**src/rtl/fb_packet_divide_bnd.sv**
```systemverilog
// Frame-buffer packet divider with address-boundary protection.
// Splits each read request (address, byte length, region tags) into packets
// that never exceed the latched packet length and never cross a
// 2^BOUNDARY_WD-byte boundary. Packets are handed downstream with a
// valid/ready handshake, the final packet of a request is marked, and the
// handshaken packets of a frame are counted.
module fb_packet_divide_bnd #(
    parameter int FRAME_BYTE_ADDR_WD = 27,
    parameter int PKT_LENGTH_WD      = 13,
    parameter int PKT_CNT_WD         = 16,
    parameter int BOUNDARY_WD        = 12
) (
    input  logic                          clk,
    input  logic                          reset,
    input  logic [PKT_LENGTH_WD-1:0]      iv_pkt_length,
    input  logic                          i_fval,
    input  logic                          i_aval,
    input  logic                          i_info_flag,
    input  logic                          i_image_flag,
    input  logic                          i_statis_flag,
    input  logic [FRAME_BYTE_ADDR_WD-1:0] iv_rd_addr,
    input  logic [FRAME_BYTE_ADDR_WD-1:0] iv_rd_length,
    output logic                          o_ardy,
    input  logic                          i_ardy,
    output logic                          o_fval,
    output logic                          o_pval,
    output logic                          o_aval,
    output logic                          o_info_flag,
    output logic                          o_image_flag,
    output logic                          o_statis_flag,
    output logic [FRAME_BYTE_ADDR_WD-1:0] ov_rd_addr,
    output logic [FRAME_BYTE_ADDR_WD-1:0] ov_rd_length,
    output logic                          o_last_pkt,
    output logic [PKT_CNT_WD-1:0]         ov_pkt_cnt
);

    localparam int AW = FRAME_BYTE_ADDR_WD;
    localparam logic [AW-1:0] BND_BYTES = AW'(64'd1 << BOUNDARY_WD);
    localparam logic [PKT_CNT_WD-1:0] CNT_ONE = {{(PKT_CNT_WD-1){1'b0}}, 1'b1};
    localparam logic [PKT_CNT_WD-1:0] CNT_MAX = {PKT_CNT_WD{1'b1}};

    typedef enum logic [1:0] {
        IDLE  = 2'd0,
        CALC  = 2'd1,
        ISSUE = 2'd2
    } state_t;

    state_t                  state_q, state_d;
    logic [AW-1:0]           addr_q, addr_d;        // start of the packet being built/presented
    logic [AW-1:0]           remain_q, remain_d;    // bytes left including that packet
    logic [2:0]              req_flags_q, req_flags_d;
    logic [PKT_LENGTH_WD-1:0] plen_q, plen_d;
    logic                    fval_q, fval_d;
    logic                    end_pend_q, end_pend_d; // i_fval dropped while o_fval high
    logic                    aval_q, aval_d;
    logic                    pval_q, pval_d;
    logic [2:0]              out_flags_q, out_flags_d;
    logic [AW-1:0]           rd_addr_q, rd_addr_d;
    logic [AW-1:0]           rd_len_q, rd_len_d;
    logic                    last_q, last_d;
    logic [PKT_CNT_WD-1:0]   cnt_q, cnt_d;

    logic                    accept_s;
    logic                    hs_s;
    logic                    fall_s;
    logic                    rise_s;
    logic [AW-1:0]           cur_addr_s;
    logic [AW-1:0]           cur_rem_s;
    logic [AW-1:0]           room_s;
    logic [AW-1:0]           base_len_s;
    logic [AW-1:0]           plen_ext_s;
    logic [AW-1:0]           len_s;

    // Requests are only taken while idle inside an open, not-ending frame.
    assign o_ardy   = (state_q == IDLE) & i_fval & fval_q & ~end_pend_q;
    assign accept_s = o_ardy & i_aval;
    assign hs_s     = (state_q == ISSUE) & aval_q & i_ardy;
    assign fall_s   = (state_q == IDLE) & fval_q & (end_pend_q | ~i_fval);
    assign rise_s   = (state_q == IDLE) & ~fval_q & i_fval;

    // In ISSUE the next packet starts right after the one being handshaken,
    // so the same sizing logic serves both the first and follow-on packets.
    assign cur_addr_s = (state_q == ISSUE) ? (addr_q + rd_len_q) : addr_q;
    assign cur_rem_s  = (state_q == ISSUE) ? (remain_q - rd_len_q) : remain_q;
    assign room_s     = BND_BYTES - {{(AW-BOUNDARY_WD){1'b0}}, cur_addr_s[BOUNDARY_WD-1:0]};
    assign base_len_s = (cur_rem_s < room_s) ? cur_rem_s : room_s;
    assign plen_ext_s = {{(AW-PKT_LENGTH_WD){1'b0}}, plen_q};
    // A zero packet length means no length limit.
    assign len_s      = ((plen_q != {PKT_LENGTH_WD{1'b0}}) && (plen_ext_s < base_len_s))
                        ? plen_ext_s : base_len_s;

    // Next-state, packet datapath and frame bookkeeping.
    always_comb begin
        state_d     = state_q;
        addr_d      = addr_q;
        remain_d    = remain_q;
        req_flags_d = req_flags_q;
        plen_d      = plen_q;
        fval_d      = fval_q;
        end_pend_d  = end_pend_q;
        aval_d      = aval_q;
        pval_d      = pval_q;
        out_flags_d = out_flags_q;
        rd_addr_d   = rd_addr_q;
        rd_len_d    = rd_len_q;
        last_d      = last_q;
        cnt_d       = cnt_q;

        case (state_q)
            IDLE: begin
                if (accept_s) begin
                    addr_d      = iv_rd_addr;
                    remain_d    = iv_rd_length;
                    req_flags_d = {i_info_flag, i_image_flag, i_statis_flag};
                    state_d     = CALC;
                end else begin
                    state_d = IDLE;
                end
            end
            CALC: begin
                if (remain_q == {AW{1'b0}}) begin
                    state_d = IDLE;
                end else begin
                    addr_d      = cur_addr_s;
                    remain_d    = cur_rem_s;
                    rd_addr_d   = cur_addr_s;
                    rd_len_d    = len_s;
                    last_d      = (len_s == cur_rem_s);
                    out_flags_d = req_flags_q;
                    aval_d      = 1'b1;
                    pval_d      = 1'b1;
                    state_d     = ISSUE;
                end
            end
            ISSUE: begin
                if (hs_s) begin
                    cnt_d = (cnt_q == CNT_MAX) ? cnt_q : (cnt_q + CNT_ONE);
                    if (last_q) begin
                        aval_d  = 1'b0;
                        pval_d  = 1'b0;
                        last_d  = 1'b0;
                        state_d = IDLE;
                    end else begin
                        addr_d    = cur_addr_s;
                        remain_d  = cur_rem_s;
                        rd_addr_d = cur_addr_s;
                        rd_len_d  = len_s;
                        last_d    = (len_s == cur_rem_s);
                        state_d   = ISSUE;
                    end
                end else begin
                    state_d = ISSUE;
                end
            end
            default: begin
                state_d = IDLE;
                aval_d  = 1'b0;
                pval_d  = 1'b0;
                last_d  = 1'b0;
            end
        endcase

        if (fall_s) begin
            fval_d     = 1'b0;
            end_pend_d = 1'b0;
        end else if (rise_s) begin
            fval_d = 1'b1;
            plen_d = iv_pkt_length;
            cnt_d  = {PKT_CNT_WD{1'b0}};
        end else if (fval_q & ~i_fval) begin
            end_pend_d = 1'b1;
        end else begin
            end_pend_d = end_pend_q;
        end
    end

    // State and datapath registers; reset discards any in-flight request.
    always_ff @(posedge clk or posedge reset) begin
        if (reset) begin
            state_q     <= IDLE;
            addr_q      <= {AW{1'b0}};
            remain_q    <= {AW{1'b0}};
            req_flags_q <= 3'b000;
            plen_q      <= {PKT_LENGTH_WD{1'b0}};
            fval_q      <= 1'b0;
            end_pend_q  <= 1'b0;
            aval_q      <= 1'b0;
            pval_q      <= 1'b0;
            out_flags_q <= 3'b000;
            rd_addr_q   <= {AW{1'b0}};
            rd_len_q    <= {AW{1'b0}};
            last_q      <= 1'b0;
            cnt_q       <= {PKT_CNT_WD{1'b0}};
        end else begin
            state_q     <= state_d;
            addr_q      <= addr_d;
            remain_q    <= remain_d;
            req_flags_q <= req_flags_d;
            plen_q      <= plen_d;
            fval_q      <= fval_d;
            end_pend_q  <= end_pend_d;
            aval_q      <= aval_d;
            pval_q      <= pval_d;
            out_flags_q <= out_flags_d;
            rd_addr_q   <= rd_addr_d;
            rd_len_q    <= rd_len_d;
            last_q      <= last_d;
            cnt_q       <= cnt_d;
        end
    end

    assign o_fval        = fval_q;
    assign o_pval        = pval_q;
    assign o_aval        = aval_q;
    assign o_info_flag   = out_flags_q[2];
    assign o_image_flag  = out_flags_q[1];
    assign o_statis_flag = out_flags_q[0];
    assign ov_rd_addr    = rd_addr_q;
    assign ov_rd_length  = rd_len_q;
    assign o_last_pkt    = last_q;
    assign ov_pkt_cnt    = cnt_q;

endmodule

```
**config.mk**
```make
export PLATFORM = sky130hd
export DESIGN_NAME = fb_packet_divide_bnd
export DESIGN_NICKNAME = d
export VERILOG_FILES = /design/src/rtl/fb_packet_divide_bnd.sv
export SDC_FILE = /design/constraint.sdc
export NUM_CORES = 1
export LEC_CHECK = 0
export ABC_AREA = 1
export CAP_MARGIN = 0
export CORE_ASPECT_RATIO = 1.4
export CORE_MARGIN = 2
export CORE_UTILIZATION = 39
export CTS_CLUSTER_SIZE = 10
export DETAILED_ROUTE_END_ITERATION = 8
export PLACE_DENSITY_LB_ADDON = 0.15
export SYNTH_ARGS = -nofsm -noshare
export SYNTH_HDL_FRONTEND = slang
export SYNTH_SLANG_ARGS = --single-unit
```
**constraint.sdc**
```tcl
create_clock -name clk -period 7.3 [get_ports clk]
set_input_delay 1.46 -clock clk [delete_from_list [all_inputs] [get_ports clk]]
set_output_delay 1.46 -clock clk [all_outputs]
set_load 0.1 [all_outputs]
```
Yosys cells after proc, flatten, opt, wreduce, memory -nomap -nowiden
Cells that the tools add are included.

Add/subtract/negate cells: 4. Order comparisons: 2. Equal/unequal tests: 10. Mux-type cells: 42. Bitwise gates (word level): 18. Reductions and logical operators: 16.

Operator list (count): 27-bit 2-to-1 mux (15); 27-bit one-hot mux with 3 select lines (2); 27-bit one-hot mux with 2 select lines (2); 16-bit 2-to-1 mux (5); 27-bit adder (1); 27-bit equality test (1); 27-bit logical NOT (1); 13-bit by 27-bit < comparator with 1-bit output (1); 27-bit < comparator (1); 27-bit subtractor (1); 16-bit by 1-bit adder with 16-bit output, second input constant (1); 16-bit equality test, second input constant (1); 13-bit by 12-bit subtractor with 14-bit output, first input constant (1); 13-bit nonzero test (1); 1-bit 2-to-1 mux (12); 2-bit != test, second input constant (6); 1-bit bitwise AND (11); 2-bit AND reduction (4); 4-bit AND reduction (2); 2-bit 2-to-1 mux (3); 1-bit NOT (6); 1-bit one-hot mux with 3 select lines (2); 2-bit one-hot mux with 3 select lines (1); 2-bit nonzero test (3); 8 further kinds (8).

Register bits after elaboration: 149. Bits of input ports: 75. Output and inout port bits: 78. Logic and storage cells: 105.

Longest topological paths before layout
Word-level depth: 12. Mapped depth: 52. Gate-level depth less buffers: 50.

Worst setup path before layout
OpenSTA, ideal clock, no wires.

Path type: flip-flop to flip-flop. Start point: register rd_len_q[1] (netlist: ov_rd_length[1]). End point: register last_q (netlist: o_last_pkt). Setup time: 0.070 ns. Arrival: 6.550 ns. Setup slack: 0.680 ns. Stages on the path, launching flop included: 50. Buffers on the path: 3. Clock period less this slack: 6.620 ns. Cells stage by stage: dfrtp_1 inv_1 fa_1 nand2_1 o21ai_0 ha_1 inv_1 nor2_1 inv_1 nor2_1 inv_1 nor2_1 inv_1 nor2_1 inv_1 nor2_1 nand4_1 xor2_1 [... 14 more ...] inv_1 ha_1 a21oi_1 nor2_1 a2111oi_0 nand2_1 nand2_4 nand3_4 buf_6 nand2_4 nand2_2 nand2_1 nand2_1 nor2_1 nand2_1 nor2_1 nand2_1 nand2_1.

Longest elaborated chain between the ends: 12. Elaborated cells between the ends (all ways): 15.

RTL lines: start, declared (RTL line 59) `logic [AW-1:0] rd_len_q, rd_len_d;`; start signal, assigned (RTL line 191) `rd_len_q <= {AW{1'b0}};`; start signal, assigned (RTL line 206) `rd_len_q <= rd_len_d;`; 27-bit adder (RTL line 83) `assign cur_addr_s = (state_q == ISSUE) ? (addr_q + rd_len_q) : addr_q;`; 27-bit 2-to-1 mux (RTL line 83); 13-bit by 12-bit subtractor with 14-bit output (RTL line 85) `assign room_s = BND_BYTES - {{(AW-BOUNDARY_WD){1'b0}}, cur_addr_s[BOUNDARY_WD-1:0]};`; 27-bit < comparator (RTL line 86) `assign base_len_s = (cur_rem_s < room_s) ? cur_rem_s : room_s;`; 27-bit 2-to-1 mux (RTL line 86); 13-bit by 27-bit < comparator with 1-bit output (RTL line 89) `assign len_s = ((plen_q != {PKT_LENGTH_WD{1'b0}}) && (plen_ext_s < base_len_s))`; 1-bit logical AND (RTL line 89); 27-bit 2-to-1 mux (RTL line 90) `? plen_ext_s : base_len_s;`; 27-bit equality test (*) (RTL line 128, 148); 1-bit 2-to-1 mux (RTL line 138) `if (last_q) begin`; 1-bit 2-to-1 mux (RTL line 136) `if (hs_s) begin`; 1-bit one-hot mux with 3 select lines (*) (RTL line 109) `case (state_q)`; end signal, assigned (RTL line 207) `last_q <= last_d;`; end, declared (RTL line 60) `logic last_q, last_d;`.

Mark *: on every way between the ends. The rest lies on a longest branch, timed or not. The select of a mux whose other input is x is not followed. A chain may end at the register's enable or synchronous reset.

Final worst setup path
Start point: register rd_len_q[0] (netlist: ov_rd_length[0]). End point: register last_q (netlist: o_last_pkt).

Same word-level chain as after synthesis.

==> flow_metrics.py <==
metrics = {
    "grt": {
        "grt_usage": 0.254,
        "grt_start_max_net_pins": 94,
        "antenna_found_initial": 1,
        "grt_pass1_vias": 11503,
        "grt_overflow": 0,
        "grt_pass1_wl_mm": 61.5,
    },
    "synth": {
        "yosysTopAreaCellShare": 0.322,
        "ys_types": 43,
        "synth_area_leaders": "dfrtp_1 (32%), nand2_1 (17%), ha_1 (8.9%), inv_1 (8.6%), o21ai_0 (6.0%)",
        "postSynthCellCount": 1737,
        "synth-seq-area-share": 0.322,
        "synth_seq_cells": 149,
        "syn_nets": 1896,
        "ys.flop_type": "dfrtp_1",
        "synth_xor_area_frac": 0.0310,
        "synthArstFlopShare": 1.00,
        "synth-edff-count": 0,
        "yosys.area_share.simple": 0.307,
        "yosysTopAreaCell": "dfrtp_1",
        "syn-cell-area_um2": 11600,
        "yosysWarnings": 0,
        "synth-compound-area-share": 0.137,
        "avgSynthCellArea_um2": 6.66,
        "synthAdderAreaFrac": 0.0921,
        "synth_top_family_by_area": "simple AND/OR/NAND/NOR gates",
        "muxShareOfSynthArea": 0.00389,
    },
    "finish": {
        "synthToLayoutAreaGrowth_pct": 22.6,
        "num_antenna_cells": 0,
        "nNetsFinal": 2042,
        "seqCellArea_um2": 3730,
        "final_common_cell": "nand2_1",
        "drive_gt1_frac": 0.0612,
        "finish.utilization": 0.487,
        "fill_cells": 3006,
        "layout_common_cells": "nand2_1 (523), inv_1 (260), clkdlybuf4s50_1 (152), dfrtp_1 (148), o21ai_0 (132)",
        "multi_input_area_um2": 6710,
    },
    "clock_network": {
        "tritoncts": "built",
        "insertion_delay_ns": 0.44,
        "cts-root-buf": "clkbuf_16",
        "htreeDepth": 4,
        "clk_path_buf_depth": 2,
        "cts_buffers": 17,
        "clock-sinks": 149,
        "clkTransAtPathRegs_ns": 0.07,
    },
    "power": {
        "power_mw": 4.40,
        "power_switching_mw": 2.20,
        "peakVddDrop_uv": 181,
        "p_leak_nw": 7.38,
        "power.share.switching": 0.499,
        "pwr-share-clk": 0.192,
        "cellPowerDensity_nw_per_um2": 310,
        "p_int_mw": 2.20,
        "pwr-share-seq": 0.231,
        "p_comb_frac": 0.577,
    },
    "setup_path": {
        "crit_family": "simple AND/OR/NAND/NOR gates",
        "critPathRequiredTime_ns": 7.67,
        "cp-start-kind": "flop",
        "slowest_stage": "fa_1",
        "path_buf_inv": 8,
        "end_kind": "flop",
        "critPathMaxFanout": 10,
        "crit_arrival_ns": 7.18,
        "setup.worst_path.class": "reg -> reg",
        "slowest_delay_ns": 0.39,
    },
    "timing": {
        "worstMarginPinSlew_ns": 1.05,
        "period_minus_slack_ns": 6.81,
        "fin_skew_ns": 0.0141,
        "fmax_ghz": 0.147,
        "slew_viol_final": 0,
        "period_share": 0.933,
        "finalSetupViolations": 0,
        "hold_violations": 0,
        "relSlewSlack": 0.295,
    },
    "routing": {
        "drc": 0,
        "first_pass_iters": 5,
        "routed_wl_mm": 39.2,
        "post_drt_wl_per_cell_um": 17.2,
        "vias": 11800,
        "ant_nets": 0,
        "viasPerCell": 5.18,
        "dr.first_iter.drc_count": 774,
    },
    "place": {
        "gp_congestion": 0.919,
        "port_buffers": 152,
        "place.detailed.hpwl_mm": 29.9,
    },
    "floorplanning": {
        "rows": 74,
        "start_util": 0.397,
        "die-area_um2": 31100,
        "ios": 153,
        "core_um2": 29200,
        "die_w_um": 150,
        "die_h_um": 208,
    },
    "worst_hold_path": {
        "hp-class": "reg -> reg",
    },
    "flow_run": {
        "cap_violations": 0,
    },
    "status": {
        "status": "finished, final reports clean",
    },
}
registers in the layout, summed over array words and instances (netlist names):
register and cells:
addr_q 27, ov_rd_addr 27, ov_pkt_cnt 16, req_flags_q 3, end_pend_q 1, state_q 2, plen_q 13, out_flags_q 3
o_pval 1, remain_q 27, ov_rd_length 27, o_last_pkt 1, o_fval 1
metal layers:
metal,GRT usage,vias to the layer above,part of all wire,wire length (um)
li1,-,5883,-,-
met5,0,-,0.00031,12
met1,0.320,5511,0.43,16700
met2,0.436,335,0.49,19200
met3,0.0435,69,0.053,2060
met4,0.0893,2,0.030,1180
synth_stat cells, types with 11 or more instances:
cell	count
o21ai_0	138
nand3_1	79
nor2_1	132
dfrtp_1	149
nor3_1	11
clkbuf_1	41
nand2_1	525
a21oi_1	91
ha_1	82
nand4_1	39
xnor2_1	17
xor2_1	24
o21ai_1	18
o22ai_1	15
inv_1	264
worst register-to-register path: cells and delay by family (launching register included):
kind / cells / cell delay, ns
fa+ha+maj: 4 / 1.22
simple gates: 28 / 3.08
buf+inv: 8 / 0.68
xor+xnor: 1 / 0.21
compound gates: 7 / 1.17
flops: 1 / 0.38
what timing repair did:
item,4_1_cts,5_1_grt
endpoints found under the setup margin,0,14
setup buffers,0,4
hold endpoints to repair,0,0
gates resized for setup,0,24
hold buffers,0,0
final timing paths:
kind	start	endpoint	slack, ns	depth (start not counted)
worst max-delay path	ov_rd_length[0]$_DFFE_PP0P_	o_last_pkt$_DFFE_PP0P_	0.49	48
worst min-delay path	ov_rd_addr[15]$_DFFE_PP0P_	ov_rd_addr[15]$_DFFE_PP0P_	0.48	2
worst max register to register	ov_rd_length[0]$_DFFE_PP0P_	o_last_pkt$_DFFE_PP0P_	0.49	48
worst min register to register	ov_rd_addr[15]$_DFFE_PP0P_	ov_rd_addr[15]$_DFFE_PP0P_	0.48	2
max in group asynchronous	reset	ov_rd_length[1]$_DFFE_PP0P_	4.31	3
min in group asynchronous	reset	out_flags_q[2]$_DFFE_PP0P_	1.59	2
cell families (layout without fill, tap and decap cells):
logic type	Yosys count	after routing
AOI/OAI and AO/OA	297	297
and+or+nand+nor	841	845
buffers and inverters	321	476
adders and majority gates	84	84
muxes	4	4
DFF	149	149
xor gates and xnor gates	41	41
per-stage QoR:
step	TNS, ns	worst slack, ns	hold slack (ns)	cell area, um^2	std cells
5_1_grt	-0.0320	-0.0320	0.506	14200	2276
6_report	0	0.487	0.477	14200	2276
2_1_floorplan	0	0.680	0.445	11600	1737
3_5_place_dp	0	0.178	0.466	13500	2235
4_1_cts	0	0.120	0.485	14100	2267
3_3_place_gp	0	0.333	0.460	13500	2235
layout make-up:
cell class,instances,share of cell area
clock buffers,18,0.0302
clock inverters,14,0.00846
inverters,266,0.0710
multi-input cells,1271,0.473
flip-flops and latches,149,0.263
well taps,380,0.0335
repair buffers,177,0.121
repair inverters,1,0.000353
power groups by stage:
stage	clock network (mW)	registers [mW]	logic (mW)
3_5_place_dp	0	1.03	2.43
3_3_place_gp	0	1.03	2.41
6_report	0.846	1.01	2.54
2_1_floorplan	0	1.27	1.51
5_1_grt	0.894	1.03	2.82
4_1_cts	0.866	1.01	2.45
Note: power is estimated with default switching activity, not from simulation.
